===== config.mk =====
export PLATFORM = sky130hd
export DESIGN_NAME = dmem_access_ctrl
export DESIGN_NICKNAME = d
export VERILOG_FILES = /design/src/rtl/dmem_access_ctrl.sv
export SDC_FILE = /design/constraint.sdc
export NUM_CORES = 1
export LEC_CHECK = 0
export CAP_MARGIN = 10
export CORE_MARGIN = 5
export CORE_UTILIZATION = 43
export CTS_CLUSTER_SIZE = 14
export DETAILED_ROUTE_END_ITERATION = 7
export PLACE_DENSITY = 0.78
export SLEW_MARGIN = 0
export SYNTH_ARGS = -nofsm -noshare
export SYNTH_HDL_FRONTEND = slang
export SYNTH_SLANG_ARGS = --single-unit

===== constraint.sdc =====
create_clock -name clk -period 4.6 [get_ports clk]
set_clock_uncertainty 0.2 [all_clocks]
set_input_delay 0.92 -clock clk [delete_from_list [all_inputs] [get_ports clk]]
set_output_delay 0.92 -clock clk [all_outputs]
set_load 0.01 [all_outputs]

===== src/rtl/dmem_access_ctrl.sv =====
// dmem_access_ctrl
//   Sequences MEM-stage loads and stores onto a req/gnt/rvalid data-memory
//   port, one access outstanding. Accesses that cross a word boundary are
//   either split into two word accesses (SPLIT_EN=1) or rejected with a
//   one-cycle misalignedErr pulse (SPLIT_EN=0).
// Ports
//   clk, arstn                 clock, async active-low reset
//   memValid/memWe/memSize/
//   memUnsigned/memAddr/
//   memWData                   MEM-stage access, held while stallMEM=1
//   stallMEM                   freeze IF..MEM and MEM/WB
//   misalignedErr              rejected crossing access (SPLIT_EN=0 only)
//   dmLoadData                 registered, extended load result for WB
//   dmReq/dmWe/dmAddr/
//   dmByteEn/dmWData           memory request side
//   dmGnt/dmRvalid/dmRData     memory response side
module dmem_access_ctrl #(
  parameter int SPLIT_EN = 1,
  parameter int ADDR_W   = 32
) (
  input  logic              clk,
  input  logic              arstn,
  input  logic              memValid,
  input  logic              memWe,
  input  logic [1:0]        memSize,
  input  logic              memUnsigned,
  input  logic [ADDR_W-1:0] memAddr,
  input  logic [31:0]       memWData,
  output logic              stallMEM,
  output logic              misalignedErr,
  output logic [31:0]       dmLoadData,
  output logic              dmReq,
  output logic              dmWe,
  output logic [ADDR_W-1:0] dmAddr,
  output logic [3:0]        dmByteEn,
  output logic [31:0]       dmWData,
  input  logic              dmGnt,
  input  logic              dmRvalid,
  input  logic [31:0]       dmRData
);

  typedef enum logic [2:0] {IDLE, REQ0, WAIT0, REQ1, WAIT1, FIN} state_t;

  localparam bit SPLIT = (SPLIT_EN != 0);

  state_t      st_q, st_d;
  logic [31:0] asm_q, asm_d;
  logic        asm_en;
  logic        ld_en;
  logic [31:0] ld_val, ld_ext;

  // Access geometry. The MEM stage holds its inputs while stalled, so the
  // geometry is derived straight from them instead of being captured.
  logic [1:0]        o;
  logic [3:0]        m;
  logic [7:0]        m_sh;
  logic              crosses, reject;
  logic [5:0]        sh_lo, sh_hi;
  logic [ADDR_W-1:0] addr0, addr1;
  logic [31:0]       asm_first, asm_second;

  assign o = memAddr[1:0];

  always_comb begin
    case (memSize)
      2'd0:    m = 4'b0001;
      2'd1:    m = 4'b0011;
      default: m = 4'b1111;   // size 3 behaves as word
    endcase
  end

  // Upper nibble of the shifted mask holds the lanes that spill into the
  // next word; non-zero exactly when the access crosses a boundary.
  assign m_sh    = {4'b0000, m} << o;
  assign crosses = (m_sh[7:4] != 4'b0000);
  assign reject  = crosses && !SPLIT;

  assign sh_lo = {o, 3'b000};
  assign sh_hi = 6'd32 - sh_lo;

  assign addr0 = {memAddr[ADDR_W-1:2], 2'b00};
  assign addr1 = addr0 + ADDR_W'(4);

  assign asm_first  = dmRData >> sh_lo;
  assign asm_second = asm_q | (dmRData << sh_hi);

  always_comb begin
    st_d          = st_q;
    stallMEM      = 1'b0;
    misalignedErr = 1'b0;
    dmReq         = 1'b0;
    dmWe          = 1'b0;
    dmAddr        = '0;
    dmByteEn      = 4'b0000;
    dmWData       = 32'h0;
    asm_en        = 1'b0;
    asm_d         = asm_first;
    ld_en         = 1'b0;
    ld_val        = asm_first;
    case (st_q)
      IDLE: begin
        if (memValid) begin
          if (reject) begin
            misalignedErr = 1'b1;
          end else begin
            stallMEM = 1'b1;
            st_d     = REQ0;
          end
        end
      end
      REQ0: begin
        stallMEM = 1'b1;
        dmReq    = 1'b1;
        dmWe     = memWe;
        dmAddr   = addr0;
        dmByteEn = m_sh[3:0];
        dmWData  = memWData << sh_lo;
        if (dmGnt) st_d = WAIT0;
      end
      WAIT0: begin
        stallMEM = 1'b1;
        if (dmRvalid) begin
          asm_en = 1'b1;
          asm_d  = asm_first;
          if (crosses) begin
            st_d = REQ1;
          end else begin
            st_d   = FIN;
            ld_en  = !memWe;
            ld_val = asm_first;
          end
        end
      end
      REQ1: begin
        stallMEM = 1'b1;
        dmReq    = 1'b1;
        dmWe     = memWe;
        dmAddr   = addr1;
        dmByteEn = m_sh[7:4];
        dmWData  = memWData >> sh_hi;
        if (dmGnt) st_d = WAIT1;
      end
      WAIT1: begin
        stallMEM = 1'b1;
        if (dmRvalid) begin
          asm_en = 1'b1;
          asm_d  = asm_second;
          st_d   = FIN;
          ld_en  = !memWe;
          ld_val = asm_second;
        end
      end
      FIN:     st_d = IDLE;
      default: st_d = IDLE;
    endcase
  end

  // Size mask plus sign/zero extension of the assembled word.
  always_comb begin
    case (memSize)
      2'd0:    ld_ext = memUnsigned ? {24'h0, ld_val[7:0]}
                                    : {{24{ld_val[7]}}, ld_val[7:0]};
      2'd1:    ld_ext = memUnsigned ? {16'h0, ld_val[15:0]}
                                    : {{16{ld_val[15]}}, ld_val[15:0]};
      default: ld_ext = ld_val;
    endcase
  end

  always_ff @(posedge clk or negedge arstn) begin
    if (!arstn) begin
      st_q       <= IDLE;
      asm_q      <= 32'h0;
      dmLoadData <= 32'h0;
    end else begin
      st_q <= st_d;
      if (asm_en) asm_q <= asm_d;
      if (ld_en)  dmLoadData <= ld_ext;
    end
  end

endmodule


# Word level (Yosys, flattened, before mapping)
# Index checks and enable logic that the tools add are counted.
[totals] wordCells=55 inputBits=105 ff_bits=67 out_inout_bits=104
[op_classes] n_mux=26 n_shift=5 n_reduce_logical=8 addsub=2 eq_ne=10 bitwise_logic=1
[op_table] op="$pmux 32 s2" count=3
[op_table] op="$mux 32" count=4
[op_table] op="$add 32x3->32 const B" count=1
[op_table] op="$or 32x32->32" count=1
[op_table] op="$shl 32x5->32" count=1
[op_table] op="$shl 32x6->32" count=1
[op_table] op="$shr 32x5->32" count=1
[op_table] op="$shr 32x6->32" count=1
[op_table] op="$mux 3" count=6
[op_table] op="$pmux 4 s2" count=2
[op_table] op="$pmux 3 s5" count=1
[op_table] op="$ne 2x2->1 const B" count=5
[op_table] op="$mux 1" count=8
[op_table] op="$shl 4x2->8" count=1
[op_table] op="$eq 3x2->1 const B" count=2
[op_table] op="$sub 6x5->6 const A" count=1
[op_table] op="$reduce_and 5->1" count=1
[op_table] op="$pmux 1 s2" count=2
[op_table] op="$reduce_bool 4->1" count=1
[op_table] op="$reduce_or 2->1" count=2
[op_table] op="$reduce_or 4->1" count=1
[op_table] op="$eq 3x1->1 const B" count=1
[op_table] op="$eq 3x3->1 const B" count=1
[op_table] op="$logic_not 3->1" count=1
[op_table] op="3 further kinds" count=3

# Longest topological paths before layout
# Gate-level depths: netlist of the first run.
[logic_depth] word_depth=7 mapped_depth=13 mapped_depth_nobuf=7

# Least setup slack after synthesis of the first run
# No wires, ideal clock.
[synth_path] path_kind="input -> output" start="in memAddr[1]" end="out dmWData[0]" cell_stages=12 setup_slack_ns=-0.219 n_path_buf=8 t_required_ns=3.480 arrival_time_ns=3.699 path_cell_list="buf_2 buf_2 buf_2 inv_1 clkbuf_1 ha_1 buf_2 buf_1 buf_1 clkbuf_1 a211oi_1 nor3_1"
[synth_between] elab_chain_cells=3 word_cells_on_any_way=4 cone_classes="1 x add/sub; 2 x shift; 1 x mux"
[synth_lines] element="from (decl)" line="27" source="input logic [ADDR_W-1:0] memAddr,"
[synth_lines] element="$sub 6x5->6" line="79" source="assign sh_hi = 6'd32 - sh_lo;"
[synth_lines] element="$shr 32x6->32" line="140" source="dmWData = memWData >> sh_hi;"
[synth_lines] element="$pmux 32 s2 *" line="100" source="case (st_q)"
[synth_lines] element="to (decl)" line="36" source="output logic [31:0] dmWData,"
# Mark *: on every way between the ends. The rest lies on a longest branch, timed or not.

# Worst setup path in the final report of the first run
[layout_path] start="in memAddr[2]" end="out dmAddr[30]"
[layout_between] elab_chain_cells=2
[layout_lines] element="$add 32x3->32" line="82" source="assign addr1 = addr0 + ADDR_W'(4);"
[layout_lines] element="$pmux 32 s2" line="100"
[layout_lines] element="to (decl)" line="34" source="output logic [ADDR_W-1:0] dmAddr,"
# No other way between the ends.

==> run metrics, run 1 <==
worst hold path class=flop to flop; P_leak=3.43 nW; measured slew at the worst slew-check pin=1090 ps; Syn Area/Cell=7.90 µm²; maximum clock insertion buffer count=2; Die Width=130 µm; CP Launch Type=primary input; FMAX=0.224 GHz; largest family of logic cells by synthesized area=compound AO/OA/AOI/OAI gates; setup violators final=0; hold-critical path depth=2; total gr overflow=0; final worst path period need=4460 ps; Yosys Warn Count=0; Finished Cell Area=8710 µm²; DRC Markers=0; Setup Buffers After CTS=0; Final #Nets=1068; WP buf/inv=2; antenna cells=0; die height=130 µm; final WL=21000 µm; H-Tree Depth=3; I/O Pins=209; FF-to-FF path depth=6; Clock transition at path regs=60 ps; Synth top area share=27.0%; Final Util=62.3%; worst flop-to-flop path startpoint=st_q[1]; Fin Hold WS=283 ps; largest net degree at the start of global routing=74; Fin. Hold Viols=0; Synth top cells by count=a21oi_1 (106), nor2_1 (84), nand2_1 (75); Worst EP arrival=3340 ps; routability cong.=0.910; Reg area=1680 µm²; wire per inst=18.3 µm; Pwr Density=472 nW/µm²; initial DRC count=754; Rel. slew slack=27.1%; CTS Hold Bufs=0; Sink Count=67; Distinct cells, synth=56; FP Rows=43; first-pass GRT wire length=33300 µm; RSZ-0062 raised after global routing=no; Setup TNS=0 ps; Root Buffer Master=clkbuf_16; mux cell area share after synthesis=16.5%; die area=16900 µm²; outcome=completed; effective utilization at floorplan=44.3%; critical path's slowest cell=clkdlybuf4s50_1; complex-gate fraction of the synthesized area=27.6%; GRT Overall Usage=24.1%; Mapped Cells=785; post-synthesis adder-cell area fraction=0.404%; hold path endpoint=dmLoadData[8]; vias in the first global route=6338; max-cap violations=0; initial antenna violation count=0; Placed Area=8390 µm²; slowest cell delay on critical path=540 ps; critical path fanouts, max=5; simple-gate share of the synthesized area=19.2%; post-DP HPWL=15500 µm; sequential-to-total area share from yosys stat=27.0%; Area contributors post-synth=dfrtp_1 (27%), a21oi_1 (8.6%), mux2i_1 (8.6%); Routed Antenna Nets=0; Yosys top cell by area=dfrtp_1; Synth Flop Type=dfrtp_1; CP cell instances=clkdlybuf4s50_1 -> ha_1 -> nand4_1 -> nor2_2 -> nand3_1 -> or4_1 -> nand2_1 -> clkdlybuf4s50_1; CP dominant cell by count=clkdlybuf4s50_1; Vias=6815; CTS tree=yes; Via density=5.95; Synth Area in XOR/XNOR=3.67%; R2R setup slack=1830 ps; IO buf count=205; Post-synth EDFFs=0; min-delay src=dmLoadData[8]; Multi-input gate area=4230 µm²; fill count=1194; clk_lat worst skew=340 ps; post-synthesis cell area=6200 µm²; CP Class=primary input to output port; Reg-to-Reg End=dmLoadData[28]; synthesis-to-finish area growth=40.6%; Peak VDD IR=0.000230 V; First-pass DRT Iterations=5; Tcrit/Tclk final=97.0%; Yosys reg bits=67; Inst Count DP=1130; Critical Path End Type=output port; Final Slew Violations=0; count leader, synth=a21oi_1; core area=14000 µm²; delay-heaviest family, CP=simple AND/OR/NAND/NOR gates; Synth async-reset ratio=100%; fraction of layout cells with a size suffix above 1=12.2%; final std cells w/o fill=1146; total CTS buffers=9; Required @ worst endpoint=3480 ps
-- metrics by stage --
| step | total power, mW | setup WS (ps) |
|---|---|---|
| 2_1_floorplan | 2.25 | -15.8 |
| 3_3_place_gp | 3.36 | 113 |
| 3_5_place_dp | 3.40 | 99.5 |
| 4_1_cts | 4.13 | 81.4 |
| 5_1_grt | 4.38 | 12.5 |
| 6_report | 4.11 | 139 |
-- layer usage --
layer	global-route usage (%)	up-vias	share of wire (%)
li1	-	3256	-
met1	33.0	3196	43
met2	37.8	316	46
met3	5.44	47	8.4
met4	7.64	0	2.8
met5	0	-	0
-- registers in the layout, summed over array words and instances (netlist names) --
name / count
asm_q: 32
dmLoadData: 32
st_q: 3
-- how the worst max path moves through the flow --
stage	start	to	cells past startpoint
final	memAddr[2]	dmAddr[30]	8
after global routing	memAddr[2]	dmAddr[30]	8
after CTS	memAddr[2]	dmAddr[16]	9
after detailed placement	memAddr[2]	dmAddr[16]	9
after global placement	memAddr[2]	dmAddr[16]	9
after floorplan	memAddr[1]	dmWData[24]	12
-- worst reg2reg max path: cells and delay by family (launching register included) --
family / cells / cell delay [ps]
buffers and inverters: 1 / 240
AND/OR/NAND/NOR: 2 / 250
flip-flops: 1 / 730
AO/OA/AOI/OAI: 2 / 1080
XOR/XNOR: 1 / 200
-- final cells by class --
cell class | instances | share of cell area (%)
inverter | 5 | 0.215
timing repair buffer | 234 | 25.9
sequential | 67 | 19.2
multi-input combinational | 644 | 48.5
clock inverter | 6 | 0.818
clock buffer | 10 | 2.74
tap | 180 | 2.58
-- where the power goes --
| part | leakage, nW | total (mW) | switching, mW | internal [mW] |
|---|---|---|---|---|
| Combinational | 2.44 | 2.34 | 1.13 | 1.21 |
| Clock | 0.146 | 0.715 | 0.275 | 0.440 |
| Sequential | 0.843 | 1.06 | 0.189 | 0.871 |
-- what timing repair did --
item | 4_1_cts | 5_1_grt
endpoints found under the setup margin | 0 | 4
gates resized for setup | 0 | 3
hold endpoints to repair | 0 | 0
-- cell families after synthesis --
logic type	after synthesis
buffers and inverters	76
adders and majority gates	2
AOI/OAI and AO/OA	265
and+or+nand+nor	252
xor gates and xnor gates	26
other	1
muxes	96
DFF	67
-- layout by cell type (no fill, tap or decap), types with 11 or more instances in the layout --
| master | Yosys | routed |
|---|---|---|
| a211oi_1 | 11 | 11 |
| a21oi_1 | 106 | 106 |
| a221oi_1 | 12 | 12 |
| and2_1 | 12 | 12 |
| buf_4 | 5 | 30 |
| clkdlybuf4s50_1 | 0 | 202 |
| dfrtp_1 | 67 | 67 |
| mux2_2 | 42 | 42 |
| mux2i_1 | 53 | 53 |
| nand2_1 | 75 | 75 |
| nand3_1 | 15 | 15 |
| nor2_1 | 84 | 82 |
| o21ai_0 | 50 | 50 |
| o22a_1 | 16 | 16 |
| o22ai_1 | 19 | 19 |
| xor2_1 | 22 | 22 |
Power figures use the tool's default switching activity.
==> run 2, diff against run 1 <==
--- a/config.mk
+++ b/config.mk
@@ -7,10 +7,10 @@
 export LEC_CHECK = 0
 export CAP_MARGIN = 10
 export CORE_MARGIN = 5
-export CORE_UTILIZATION = 43
+export CORE_UTILIZATION = 30
 export CTS_CLUSTER_SIZE = 14
 export DETAILED_ROUTE_END_ITERATION = 7
-export PLACE_DENSITY = 0.78
+export PLACE_DENSITY = 0.56
 export SLEW_MARGIN = 0
 export SYNTH_ARGS = -nofsm -noshare
 export SYNTH_HDL_FRONTEND = slang
==> constraint.sdc (replaced) <==
create_clock -name clk -period 4.5 [get_ports clk]
set_clock_uncertainty 0.2 [all_clocks]
set_input_delay 0.9 -clock clk [delete_from_list [all_inputs] [get_ports clk]]
set_output_delay 0.9 -clock clk [all_outputs]
set_load 0.01 [all_outputs]
==> run metrics, run 2 (same netlist as run 1, synthesis figures left out) <==
Critical Path End Type=output port; Pwr Density=478 nW/µm² (+1.3%); slowest cell delay on critical path=530 ps (about the same); routability cong.=0.842 (-7.5%); Worst EP arrival=3240 ps (-100 ps); Required @ worst endpoint=3400 ps (-80 ps); Placed Area=8650 µm² (+3.1%); vias in the first global route=6638 (+4.7%); GRT Overall Usage=19.7% (-4.3 points); R2R setup slack=1510 ps (-320 ps); initial antenna violation count=1 (+1); Fin. Hold Viols=0 (unchanged); Finished Cell Area=8970 µm² (+2.9%); effective utilization at floorplan=30.5% (-14 points); Die Width=154 µm (+18%); CP Class=primary input to output port; largest net degree at the start of global routing=57 (-23%); Final #Nets=1080 (+1.1%); IO buf count=205 (unchanged); worst flop-to-flop path startpoint=st_q[1]; min-delay src=asm_q[6]; fraction of layout cells with a size suffix above 1=13.7% (+1.5 points); Routed Antenna Nets=0 (unchanged); RSZ-0062 raised after global routing=no; worst hold path class=flop to flop; Vias=6728 (-1.3%); setup violators final=0 (unchanged); Peak VDD IR=0.000265 V (+16%); Final Util=44.2% (-18 points); max-cap violations=0 (unchanged); DRC Markers=0 (unchanged); initial DRC count=383 (-49%); outcome=completed; hold path endpoint=asm_q[6]; Setup TNS=0 ps (unchanged); Tcrit/Tclk final=96.5%; FMAX=0.230 GHz; final WL=23900 µm (+14%); H-Tree Depth=3 (unchanged); total gr overflow=0 (unchanged); WP buf/inv=2 (unchanged); antenna cells=0 (unchanged); FF-to-FF path depth=7 (+1); First-pass DRT Iterations=4 (-1); measured slew at the worst slew-check pin=1090 ps (+2.70 ps); Final Slew Violations=0 (unchanged); delay-heaviest family, CP=simple AND/OR/NAND/NOR gates; commonest non-fill, non-tap cell in the layout=clkdlybuf4s50_1; FP Rows=52 (+21%); CP cell instances=clkdlybuf4s50_1 -> and4_1 -> and4_1 -> nand3_1 -> or4_1 -> nand2_1 -> clkdlybuf4s50_1; clk_lat worst skew=330 ps (about the same); CP Launch Type=primary input; maximum clock insertion buffer count=2 (unchanged); final worst path period need=4340 ps; Root Buffer Master=clkbuf_16; Rel. slew slack=26.9% (-0.18 points); I/O Pins=209 (unchanged); total CTS buffers=9 (unchanged); synthesis-to-finish area growth=44.7%; Fin Hold WS=281 ps (-2.37 ps); critical path fanouts, max=4 (-1); core area=20300 µm² (+45%); Inst Count DP=1232 (+9.0%); P_leak=3.52 nW (+2.6%); top flop regs=asm_q (32), dmLoadData (32), st_q (3); fill count=2040 (+71%); final std cells w/o fill=1247 (+8.8%); Design Power=4.29 mW (+4.3%); die height=154 µm (+18%); first-pass GRT wire length=37800 µm (+14%); post-DP HPWL=18000 µm (+16%); hold-critical path depth=2 (unchanged); Clock transition at path regs=50 ps (about the same); Via density=5.40 (-9.3%); Reg-to-Reg End=dmLoadData[23]; critical path's slowest cell=clkdlybuf4s50_1; final setup margin=158 ps (+19.4 ps); CTS tree=yes; Sink Count=67 (unchanged); most frequent cells in the layout=clkdlybuf4s50_1 (201), a21oi_1 (106), nor2_1 (83); wire per inst=19.2 µm (+4.6%); die area=23600 µm² (+40%); CP Launch Point=memAddr[15]; Place WS=155 ps (+55.4 ps)
-- run 2: cell types whose count changed in the layout (fill, tap and decap cells not counted), sizes merged --
cell,change
buf,+12
clkbuf,+4
clkdlybuf4s50,-1
clkinvlp,-2
dlymetal6s2s,+1
inv,-3
-- run 2: final cells by class --
class	instances	area [µm²]	area share [%]
inverter	5	18.8	0.209
sequential	67	1680	18.7
clock buffer	14	284	3.17
timing repair buffer	246	2350	26.2
multi-input combinational	644	4270	47.6
tap	270	338	3.77
clock inverter	1	30.0	0.335
-- run 2: worst min-delay path, delay by kind of cell (launching register included) --
kind,cells,cell delay [ps]
flip-flops,1,340
AO/OA/AOI/OAI,1,60
AND/OR/NAND/NOR,1,40
-- run 2: how the worst max path moves through the flow --
stage	cells after the start	slack, ps	to
2_1_floorplan	12	30	dmWData[0]
3_3_place_gp	8	200	dmAddr[31]
3_5_place_dp	8	150	dmAddr[31]
4_1_cts	8	150	dmAddr[31]
5_1_grt	7	70	dmAddr[30]
6_report	7	160	dmAddr[30]
-- run 2: what timing repair did --
item                       in CTS  in global routing
hold buffers                    0                  0
setup endpoints to repair       0                  1
gates resized for setup         0                  1
buffers inserted                0                  0
-- run 2: power breakdown --
group / total (mW) / switching [mW] / internal [mW]
registers: 1.08 / 0.191 / 0.890
logic: 2.46 / 1.20 / 1.25
clock network: 0.752 / 0.265 / 0.487
-- run 2: per-layer routing --
| metal | part of all wire, % | wire length [µm] | vias up | global-route usage [%] |
|---|---|---|---|---|
| met5 | 0.054 | 13 | - | 0 |
| li1 | - | - | 3267 | - |
| met3 | 6.4 | 1520 | 41 | 3.88 |
| met4 | 2.4 | 575 | 2 | 5.63 |
| met1 | 47 | 11100 | 3160 | 28.1 |
| met2 | 45 | 10700 | 258 | 30.5 |
